File: config.mk
export PLATFORM = sky130hd
export DESIGN_NAME = uart_tx_cfg
export DESIGN_NICKNAME = d
export VERILOG_FILES = /design/src/rtl/uart_tx_cfg.sv
export SDC_FILE = /design/constraint.sdc
export NUM_CORES = 1
export LEC_CHECK = 0
export ABC_AREA = 0
export CORE_MARGIN = 8
export CORE_UTILIZATION = 40
export CTS_CLUSTER_SIZE = 30
export DETAILED_ROUTE_END_ITERATION = 7
export PLACE_DENSITY = 0.63
export RECOVER_POWER = 25
export REMOVE_ABC_BUFFERS = 1
export SLEW_MARGIN = 10
export SYNTH_ARGS = -nofsm -noshare
export SYNTH_HDL_FRONTEND = slang
export SYNTH_SLANG_ARGS = --single-unit
File: constraint.sdc
create_clock -name i_clk -period 3.2 [get_ports i_clk]
set_clock_uncertainty 0.2 [all_clocks]
set_input_delay 0.64 -clock i_clk [delete_from_list [all_inputs] [get_ports i_clk]]
set_output_delay 0.64 -clock i_clk [all_outputs]
set_load 0.05 [all_outputs]
File: src/rtl/uart_tx_cfg.sv
`timescale 1ns/1ps
// Configurable UART transmitter fed by a show-ahead FIFO. Data length, parity and
// stop-bit count are captured per frame on the pop cycle.
module uart_tx_cfg #(
    parameter int unsigned MAX_DATA    = 8,
    parameter int unsigned OVER_SAMPLE = 16
) (
    input  logic                i_clk,
    input  logic                i_rst_n,
    input  logic                i_stick,
    input  logic                i_tx_en,
    input  logic                i_fifo_empty,
    input  logic [MAX_DATA-1:0] i_tx_data,
    input  logic [4:0]          i_data_len,
    input  logic [1:0]          i_parity_mode,
    input  logic                i_stop2,
    output logic                o_fifo_rd,
    output logic                o_tx_serial,
    output logic                o_tx_busy,
    output logic                o_tx_done
);
    localparam int unsigned   CW        = $clog2(OVER_SAMPLE);
    localparam logic [CW-1:0] TICK_LAST = CW'(OVER_SAMPLE - 1);
    localparam logic [4:0]    MIN_LEN   = 5'd5;
    localparam logic [4:0]    MAX_LEN   = 5'(MAX_DATA);

    typedef enum logic [2:0] {
        IDLE   = 3'd0,
        START  = 3'd1,
        DATA   = 3'd2,
        PARITY = 3'd3,
        STOP   = 3'd4
    } state_t;

    state_t              state;
    state_t              state_next;
    logic [CW-1:0]       tick_cnt;
    logic [4:0]          bit_idx;
    logic [4:0]          idx_next;
    logic [MAX_DATA-1:0] data_q;
    logic [MAX_DATA-1:0] data_mask;
    logic [MAX_DATA-1:0] bit_sel;
    logic [4:0]          len_q;
    logic [4:0]          len_eff;
    logic [1:0]          pmode_q;
    logic                stop2_q;
    logic                armed;
    logic                accept;
    logic                bit_end;
    logic                frame_end;
    logic                finish_q;
    logic                par_en;
    logic                par_bit;
    logic                serial_next;

    always_comb begin
        len_eff = i_data_len;
        if (i_data_len < MIN_LEN) begin
            len_eff = MIN_LEN;
        end else if (i_data_len > MAX_LEN) begin
            len_eff = MAX_LEN;
        end
    end

    // armed keeps the pop strobe low until the first clock edge after reset release
    assign accept    = armed & (state == IDLE) & i_tx_en & ~i_fifo_empty;
    assign o_fifo_rd = accept;
    assign bit_end   = (state != IDLE) & i_stick & (tick_cnt == TICK_LAST);

    assign data_mask = ~({MAX_DATA{1'b1}} << len_q);
    assign bit_sel   = {{(MAX_DATA-1){1'b0}}, 1'b1} << bit_idx;
    assign par_en    = (pmode_q == 2'b01) || (pmode_q == 2'b10);
    assign par_bit   = (^(data_q & data_mask)) ^ pmode_q[1];

    always_comb begin
        state_next = state;
        idx_next   = bit_idx;
        frame_end  = 1'b0;
        case (state)
            IDLE: begin
                if (accept) begin
                    state_next = START;
                    idx_next   = '0;
                end
            end
            START: begin
                if (bit_end) state_next = DATA;
            end
            DATA: begin
                if (bit_end) begin
                    if (bit_idx == len_q - 5'd1) begin
                        idx_next   = '0;
                        state_next = par_en ? PARITY : STOP;
                    end else begin
                        idx_next = bit_idx + 5'd1;
                    end
                end
            end
            PARITY: begin
                if (bit_end) state_next = STOP;
            end
            STOP: begin
                // bit_idx doubles as the stop-bit counter
                if (bit_end) begin
                    if (stop2_q && (bit_idx == '0)) begin
                        idx_next = 5'd1;
                    end else begin
                        idx_next   = '0;
                        state_next = IDLE;
                        frame_end  = 1'b1;
                    end
                end
            end
            default: begin
                state_next = IDLE;
                idx_next   = '0;
            end
        endcase
    end

    always_comb begin
        serial_next = 1'b1;
        case (state)
            START:   serial_next = 1'b0;
            DATA:    serial_next = |(data_q & bit_sel);
            PARITY:  serial_next = par_bit;
            default: serial_next = 1'b1;
        endcase
    end

    always_ff @(posedge i_clk or negedge i_rst_n) begin
        if (!i_rst_n) begin
            state       <= IDLE;
            bit_idx     <= '0;
            tick_cnt    <= '0;
            data_q      <= '0;
            len_q       <= MIN_LEN;
            pmode_q     <= '0;
            stop2_q     <= 1'b0;
            armed       <= 1'b0;
            finish_q    <= 1'b0;
            o_tx_serial <= 1'b1;
            o_tx_busy   <= 1'b0;
            o_tx_done   <= 1'b0;
        end else begin
            state   <= state_next;
            bit_idx <= idx_next;
            armed   <= 1'b1;
            if ((state == IDLE) || (state_next == IDLE)) begin
                tick_cnt <= '0;
            end else if (i_stick) begin
                tick_cnt <= (tick_cnt == TICK_LAST) ? '0 : tick_cnt + 1'b1;
            end
            if (accept) begin
                data_q  <= i_tx_data;
                len_q   <= len_eff;
                pmode_q <= i_parity_mode;
                stop2_q <= i_stop2;
            end
            o_tx_serial <= serial_next;
            o_tx_busy   <= state inside {START, DATA, PARITY, STOP};
            finish_q    <= frame_end;
            o_tx_done   <= finish_q;
        end
    end
endmodule

## Word level (Yosys, flattened, before mapping)

Index checks and enable logic that the tools add are counted.

- Output and inout bits: 4
- Register bits after elaboration: 33
- Input port bits: 21
- Word-level logic and storage cells: 78

- Bitwise logic cells: 11
- Reduce and logical (&&, ||, !) cells: 13
- Shifts and indexed selects: 2
- $add $sub $neg: 3
- Mux-type cells: 24
- Equal/unequal tests: 11
- $lt $le $gt $ge: 2

Operators with widths:

| cell | count |
|---|---|
| 5-bit two-way mux | 6 |
| 3-bit two-way mux | 8 |
| 5-bit one-hot mux with 4 select lines | 1 |
| 8-bit AND | 2 |
| 3-bit one-hot mux with 5 select lines | 1 |
| 4-bit two-way mux | 3 |
| 8-bit inverter | 1 |
| 8-bit OR reduction | 1 |
| 8-bit parity | 1 |
| 1-bit by 5-bit left shift with 8-bit output (first input constant) | 1 |
| 8-bit by 5-bit left shift with 8-bit output (first input constant) | 1 |
| 3-bit by 2-bit == test with 1-bit output (second input constant) | 2 |
| 3-bit zero test | 2 |
| 2-bit inequality test (second input constant) | 3 |
| 5-bit by 1-bit adder with 5-bit output (second input constant) | 1 |
| 1-bit AND | 5 |
| 5-bit == test | 1 |
| 5-bit by 4-bit > comparator with 1-bit output (second input constant) | 1 |
| 5-bit zero test | 1 |
| 5-bit by 3-bit less-than comparator with 1-bit output (second input constant) | 1 |
| 5-bit by 1-bit subtractor with 5-bit output (second input constant) | 1 |
| 4-bit by 1-bit adder with 4-bit output (second input constant) | 1 |
| 4-bit == test (second input constant) | 1 |
| 1-bit two-way mux | 4 |
| 14 further kinds | 16 |

## Logic depth before layout (Yosys ltp)

Gate-level depths: netlist of the first run.

- Depth after elaboration: 9
- Depth in mapped cells: 9
- Gate-level depth less buffers: 8

## Least setup slack after synthesis of the first run

No wires, ideal clock.

- Path kind: register to register
- From: reg len_q[0]
- To: reg bit_idx[0]
- Path slack: 0.947 ns
- Path buffers: 1
- Period minus slack after synthesis: 2.253 ns
- Library setup time: 0.127 ns
- Cell stages (with the launch flop): 10
- Arrival time: 1.926 ns
- Required time: 2.873 ns
- Path through: dfstp_2 > buf_2 > inv_1 > ha_1 > nand2b_1 > o211a_1 > o31ai_1 > a21oi_2 > a32oi_1 > a21oi_1

- Word-level cells in the longest chain between the ends: 5

Ends and longest elaborated chain:

| element | line | text |
|---|---|---|
| from (decl) | 43 | `logic [4:0] len_q;` |
| from (signal assigned) | 156 | `len_q <= len_eff;` |
| 5-bit by 1-bit subtractor with 5-bit output | 91 | `if (bit_idx == len_q - 5'd1) begin` |
| 5-bit == test | 91 |  |
| 5-bit two-way mux | 91 |  |
| 5-bit two-way mux | 90 | `if (bit_end) begin` |
| 5-bit one-hot mux with 4 select lines | 79 | `case (state)` |
| to (signal assigned) | 147 | `bit_idx <= idx_next;` |
| to (decl) | 38 | `logic [4:0] bit_idx;` |

Every way passes these cells. The select of a mux whose other input is x is not followed.
A chain may end at the register's enable or synchronous reset.

## Worst setup path after layout of the first run

- From: in i_tx_en
- To: out o_fifo_rd

- Word-level cells in the longest chain between the ends: 2

Ends and longest elaborated chain:

| element | line | text |
|---|---|---|
| from (decl) | 11 | `input logic i_tx_en,` |
| 1-bit AND (2 in series) | 66 | `assign accept = armed & (state == IDLE) & i_tx_en & ~i_fifo_empty;` |
| to (decl) | 17 | `output logic o_fifo_rd,` |

Every way passes these cells.

==> results of run 1 <==
cells in the mapped netlist, types with 2 or more instances:
cell type   n
o21ai_0     7
nand2_1    10
mux2i_1     6
nor2_1     18
xor2_1      4
nand4_1     3
dfrtp_1    30
mux2_2     12
nor3_1      5
a21oi_1     8
o31ai_1     2
a31oi_1     4
xnor2_1    12
buf_4       2
nand3_1    10
dfstp_2     3
buf_2       5
ha_1        4
mux4_2      2
inv_1       8
cells in the final DEF (no fill, tap or decap), types with 6 or more instances in the layout:
cell type / synthesis / layout
xnor2_1: 12 / 12
o21ai_0: 7 / 7
mux2_2: 12 / 12
clkdlybuf4s50_1: 0 / 22
inv_1: 8 / 8
nor2_1: 18 / 18
nand3_1: 10 / 10
nand2_1: 10 / 10
a21oi_1: 8 / 8
mux2i_1: 6 / 6
dfrtp_1: 30 / 30
cell families after synthesis:
kind of cell / after synthesis / share of synthesized area
mux: 20 / 0.127
flops: 33 / 0.438
simple gates: 59 / 0.168
other cells: 1 / 0.00198
buf+inv: 17 / 0.0449
fa+ha+maj: 4 / 0.0264
xor+xnor: 16 / 0.0740
compound gates: 34 / 0.120
final cells by class:
cell class,instances,area share
Clock buffer,5,0.0304
Sequential cell,33,0.367
Inverter,8,0.0133
Multi-Input combinational cell,134,0.436
Tap cell,54,0.0299
Timing Repair Buffer,26,0.116
Clock inverter,3,0.00774
worst max-delay path, stage by stage:
cell	delay (ps)
clkdlybuf4s50_1	460
nand2_1	100
nor4b_4	400
buf_12	190
layer usage:
layer	part of all wire	global-route usage	vias to the layer above
met5	0	0	-
met4	0.014	0.0437	0
met3	0.035	0.0341	6
met2	0.47	0.179	21
met1	0.48	0.133	669
li1	-	-	708
metrics by stage:
step | util | worst slack [ps]
floorplan | - | -174
detailed placement | 0.471 | 523
global placement | 0.471 | 544
global route | 0.489 | 263
finish | 0.489 | 559
CTS | 0.489 | 535
worst max-delay path by stage:
| stage | from | to | slack [ps] | cells after the start |
|---|---|---|---|---|
| finish | i_tx_en | o_fifo_rd | 560 | 4 |
| CTS | i_tx_en | o_fifo_rd | 530 | 4 |
| global route | i_rst_n | len_q[3]$_DFFE_PN0P_ | 260 | 2 |
| global placement | i_tx_en | data_q[5]$_DFFE_PN0P_ | 540 | 5 |
| floorplan | i_tx_en | o_fifo_rd | -170 | 2 |
| detailed placement | i_stick | bit_idx[3]$_DFFE_PN0P_ | 520 | 6 |
sequential cells by signal, indices dropped and copies added, names as in the netlist:
| signal | flops |
|---|---|
| stop2_q | 1 |
| data_q | 8 |
| len_q | 5 |
| bit_idx | 5 |
| armed | 1 |
| pmode_q | 2 |
| o_tx_done | 1 |
| tick_cnt | 4 |
| o_tx_serial | 1 |
| finish_q | 1 |
| state | 3 |
| o_tx_busy | 1 |
where the power goes:
| part | internal, W | switching (W) | leakage [nW] |
|---|---|---|---|
| registers | 0.000564 | 0.000189 | 0.414 |
| logic | 0.000452 | 0.000410 | 0.462 |
| clock network | 0.000150 | 0.000161 | 0.0439 |
==> metrics.md, run 1 <==
| Metric | Value |
|---|---|
| RSZ-0062 raised after global routing | `false` |
| Non-filler instance count after layout | `263` |
| Slew headroom | `-0.192` |
| 1st-pass router iterations | `4` |
| Hold_sp | `finish_q$_DFF_PN0_` |
| Initial DRC count | `58` |
| Buffers on Ports | `24` |
| Antenna-violating nets left | `0` |
| Critical path required time | `2360 ps` |
| Post-Syn Area | `1890 µm²` |
| Period utilization | `0.825` |
| Hold Crit Depth | `0` |
| Startpoint Class | `primary input` |
| Largest net degree at the start of global routing | `34` |
| EDFF count, synth | `0` |
| Cell Rows | `25` |
| Vias in the first global route | `between 1000 and 1500` |
| Setup Total Neg Slack | `0 ps` |
| Yosys reg bits | `33` |
| Max-cap violations | `1` |
| Hold_ws | `between 150 and 200 ps` |
| PwrDens | `851 nW/µm²` |
| IO Pins | `25` |
| CTS root buf | `clkbuf_8` |
| Cell count after placement | `255` |
| Initial core utilization | `0.409` |
| CTS Buf Count | `5` |
| Placed Area | `2180 µm²` |
| Final instance area | `around 2300 µm²` |
| Cell type with the largest total area after synthesis | `dfrtp_1` |
| Clk buf depth | `2` |
| Reg2Reg Capture Point | `bit_idx[0]$_DFFE_PN0P_` |
| Post-synthesis async set-or-reset flop share | `1.00` |
| F_max | `about 380 MHz` |
| Clk pin slew, worst setup/hold paths | `around 70 ps` |
| Layout cells sized above 1 | `0.163` |
| CTS tree | `done` |
| Die width | `84.8 µm` |
| CTS H-tree lvls | `2` |
| Number of vias per cell | `5.34` |
| RR Startpoint | `len_q[0]$_DFFE_PN1P_` |
| FF+latch area | `about 830 µm²` |
| Kind of critical path | `in -> out` |
| Final Wtd Congestion | `0.761` |
| Critical Path AT | `1800 ps` |
| Post-DP HPWL | `2.71 mm` |
| Hold Path Class | `reg -> reg` |
| Post-CTS sizing | `0` |
| WL final | `between 3 and 4 mm` |
| Layout net count | `233` |
| Post-synthesis sequential area ratio | `0.438` |
| Area fraction of the dominant cell type after synthesis | `0.397` |
| Final max-slew violation count | `34` |
| Area of the multi-input gates | `slightly below 1000 µm²` |
| Wirelength per Cell | `13.9 µm` |
| Setup-failing EPs final | `0` |
| Failing checks | `capacitance limit, slew limit` |
| Peak VDD IR | `approximately 0.44 mV` |
| Die Ht | `84.8 µm` |
| Distinct cells, synth | `49` |
| Min-Delay Endpoint | `o_tx_done$_DFF_PN0_` |
| R2R setup slack | `750 ps` |
| Gate Count Post-Synth | `approximately 180` |
| Tmin final | `2640 ps` |
| Core Region | `4630 µm²` |
| Die area | `7190 µm²` |
| Pleak | `0.920 nW` |
| Status | `complete, but fails checks` |
| Syn_area_per_cell | `10.3 µm²` |
| Layout area overhead | `19.5%` |
| Hold_buf cts | `0` |
| Initial antenna violation count | `0` |
| Clk_lat worst skew | `290 ps` |
| Via count | `1404` |
| DRC | `0` |
| Setup bufs post-CTS | `0` |
| TritonCTS Sinks | `33` |
| Global route overflow | `0` |
| Main synth FF type | `dfrtp_1` |
| Peak fanout along the critical path | `2` |
| Final hold vios | `0` |
| Synth area leaders | `dfrtp_1 40%, mux2_2 7.1%, xnor2_1 5.6%` |
| Total power | `0.00193 W` |
| Diodes inserted | `0` |
| CP Capture Type | `primary output` |
| Slew @ Worst Pin | `1790 ps` |
| Synth warn | `0` |
| GR Util All Layers | `0.111` |
| First-pass GRT wire length | `6.46 mm` |
| Worst R2R Path Depth | `8` |
| Filler Cell Count | `460` |
No activity file was read; power rests on OpenSTA's default activity.
==> run 2, diff against run 1 <==
==> constraint.sdc (replaced) <==
create_clock -name i_clk -period 2.8 [get_ports i_clk]
set_clock_uncertainty 0.2 [all_clocks]
set_input_delay 0.56 -clock i_clk [delete_from_list [all_inputs] [get_ports i_clk]]
set_output_delay 0.56 -clock i_clk [all_outputs]
set_load 0.05 [all_outputs]
==> run 2 against run 1 <==
The run now ends clean. Sequential power is 15% higher. Utilization is 0.51 points higher. Largest power group unchanged. Critical path type is now reg -> out. Largest cell class unchanged. Non-clock buffer count is 3 higher.
==> metrics.md, run 2 (synthesis results as in run 1) <==
| Metric | Value |
|---|---|
| Status | `completed (was complete, but fails checks)` |
| Die Ht | `84.8 µm (unchanged)` |
| Slew @ Worst Pin | `822 ps (was 1790 ps)` |
| Clk_lat worst skew | `280 ps (was 290 ps)` |
| Clk buf depth | `2 (unchanged)` |
| Largest Register | `data_q (unchanged)` |
| Post-CTS sizing | `0 (unchanged)` |
| First-pass GRT wire length | `6.68 mm (was 6.46 mm)` |
| Post-DP HPWL | `2.86 mm (was 2.71 mm)` |
| Peak VDD IR | `0.498 mV (was 0.438 mV)` |
| Peak fanout along the critical path | `8 (was 2)` |
| Hold Crit Depth | `0 (unchanged)` |
| Biggest regs | `data_q (8), bit_idx (5), len_q (5) (unchanged)` |
| Slowest stage delay, CP | `460 ps (about the same)` |
| Buffers on Ports | `24 (unchanged)` |
| Final hold vios | `0 (unchanged)` |
| Pleak | `0.938 nW (was 0.920 nW)` |
| Setup-failing EPs final | `0 (unchanged)` |
| Worst R2R Path Depth | `8 (unchanged)` |
| Initial DRC count | `60 (was 58)` |
| Largest net degree at the start of global routing | `34 (unchanged)` |
| Placed Area | `2200 µm² (was 2180 µm²)` |
| CTS root buf | `clkbuf_8 (unchanged)` |
| 1st-pass router iterations | `4 (unchanged)` |
| Critical Path AT | `1700 ps (was 1800 ps)` |
| Antenna-violating nets left | `0 (unchanged)` |
| Die width | `84.8 µm (unchanged)` |
| Vias in the first global route | `1430 (was 1419)` |
| Number of vias per cell | `5.36 (was 5.34)` |
| CTS H-tree lvls | `2 (unchanged)` |
| Hold_buf cts | `0 (unchanged)` |
| DRC | `0 (unchanged)` |
| CTS tree | `done (unchanged)` |
| IO Pins | `25 (unchanged)` |
| Setup Total Neg Slack | `0 ps (unchanged)` |
| Number of flip-flops in the largest register | `8 (unchanged)` |
| Slew headroom | `0.452 (was -0.192)` |
| Tmin final | `2460 ps` |
| Filler Cell Count | `458 (was 460)` |
| Hold_ws | `153 ps (was 151 ps)` |
| Non-filler instance count after layout | `266 (was 263)` |
| Layout cells sized above 1 | `0.179 (was 0.163)` |
| Initial core utilization | `0.409 (unchanged)` |
| Hold Path Class | `reg -> reg (unchanged)` |
| Diodes inserted | `0 (unchanged)` |
| Wirelength per Cell | `14.5 µm (was 13.9 µm)` |
| Commonest cells after routing, fill and taps aside | `30 x dfrtp_1, 22 x clkdlybuf4s50_1, 18 x nor2_1, 12 x xnor2_1, 12 x mux2_2 (unchanged)` |
| Period utilization | `0.878` |
| GR Util All Layers | `0.117 (was 0.111)` |
| Critical path, cell by cell | `nor2_1 -> nor4b_4 -> buf_12 (was clkdlybuf4s50_1 -> nand2_1 -> nor4b_4 -> buf_12)` |
| CP Capture Type | `primary output (unchanged)` |
| Core Region | `4630 µm² (unchanged)` |
| Layout net count | `236 (was 233)` |
| Cell Rows | `25 (unchanged)` |
| Critical path required time | `2040 ps (was 2360 ps)` |
| PwrDens | `971 nW/µm² (was 851 nW/µm²)` |
| Startpoint Class | `flop (was primary input)` |
| Die area | `7190 µm² (unchanged)` |
| Final Wtd Congestion | `0.759 (was 0.761)` |
| RSZ-0062 raised after global routing | `false (unchanged)` |
| Max-cap violations | `0 (was 1)` |
| TritonCTS Sinks | `33 (unchanged)` |
| Pre-CTS setup slack | `344 ps (was 523 ps)` |
| Global route overflow | `0 (unchanged)` |
| Via count | `1425 (was 1404)` |
| Final worst slack | `340 ps (was 559 ps)` |
| Layout area overhead | `20.8% (was 19.5%)` |
| Cell count after placement | `258 (was 255)` |
| Setup bufs post-CTS | `0 (unchanged)` |
| Slowest-stage cell, CP | `dfrtp_1 (was clkdlybuf4s50_1)` |
| Final instance area | `2290 µm² (was 2260 µm²)` |
| WL final | `3.84 mm (was 3.66 mm)` |
| Commonest non-fill, non-tap cell in the layout | `dfrtp_1 (unchanged)` |
| CTS Buf Count | `5 (unchanged)` |
| Kind of critical path | `reg -> out (was in -> out)` |
| F_max | `407 MHz` |
| Clk pin slew, worst setup/hold paths | `80 ps (was 70 ps)` |
| Final max-slew violation count | `0 (was 34)` |
| Initial antenna violation count | `0 (unchanged)` |
[run 2: critical path, delay by kind of cell (launching register included)]
kind,cells,cell delay (ps)
buffers and inverters,1,190
flip-flops,1,460
AND/OR/NAND/NOR,2,760
[run 2: layout make-up]
cell class                      instances  area (µm²)  share of cell area
Timing Repair Buffer                   29         285               0.125
Inverter                                8        30.0              0.0131
Multi-Input combinational cell        134         987               0.432
Clock buffer                            5        68.8              0.0301
Tap cell                               54        67.6              0.0296
Sequential cell                        33         830               0.363
Clock inverter                          3        17.5             0.00766
[run 2: worst paths after layout]
check / to / from / slack (ps)
min in group asynchronous: state[2]$_DFF_PN0_ / i_rst_n / 700
worst min register to register: o_tx_done$_DFF_PN0_ / finish_q$_DFF_PN0_ / 150
worst max register to register: bit_idx[0]$_DFFE_PN0P_ / len_q[0]$_DFFE_PN1P_ / 380
worst max-delay path: o_fifo_rd / state[1]$_DFF_PN0_ / 340
worst min-delay path: o_tx_done$_DFF_PN0_ / finish_q$_DFF_PN0_ / 150
max in group asynchronous: len_q[4]$_DFFE_PN0P_ / i_rst_n / 1190
[run 2: power by group]
part / switching, W / internal (W) / leakage, nW / total, W
sequential: 0.000220 / 0.000645 / 0.414 / 0.000865
combinational: 0.000476 / 0.000527 / 0.480 / 0.00100
clock: 0.000180 / 0.000171 / 0.0439 / 0.000351
total: 0.000876 / 0.00134 / 0.938 / 0.00222
[run 2: metal layers]
metal  track usage  share of wire
met5             0              0
met1         0.136           0.47
met3        0.0332          0.027
met4        0.0388         0.0088
met2         0.200           0.50
[run 2: metrics by stage]
stage | total power, W | utilization
2_1_floorplan | 0.00162 | -
5_1_grt | 0.00239 | 0.494
3_5_place_dp | 0.00189 | 0.476
4_1_cts | 0.00225 | 0.494
3_3_place_gp | 0.00186 | 0.476
6_report | 0.00222 | 0.494
==> run 3, diff against run 2 <==
--- a/config.mk
+++ b/config.mk
@@ -13,6 +13,7 @@
 export PLACE_DENSITY = 0.63
 export RECOVER_POWER = 25
 export REMOVE_ABC_BUFFERS = 1
+export SKIP_CTS_REPAIR_TIMING = 1
 export SLEW_MARGIN = 10
 export SYNTH_ARGS = -nofsm -noshare
 export SYNTH_HDL_FRONTEND = slang
==> results of run 3 <==
Same layout as run 2: the final DEF is identical, and so are final timing and power.
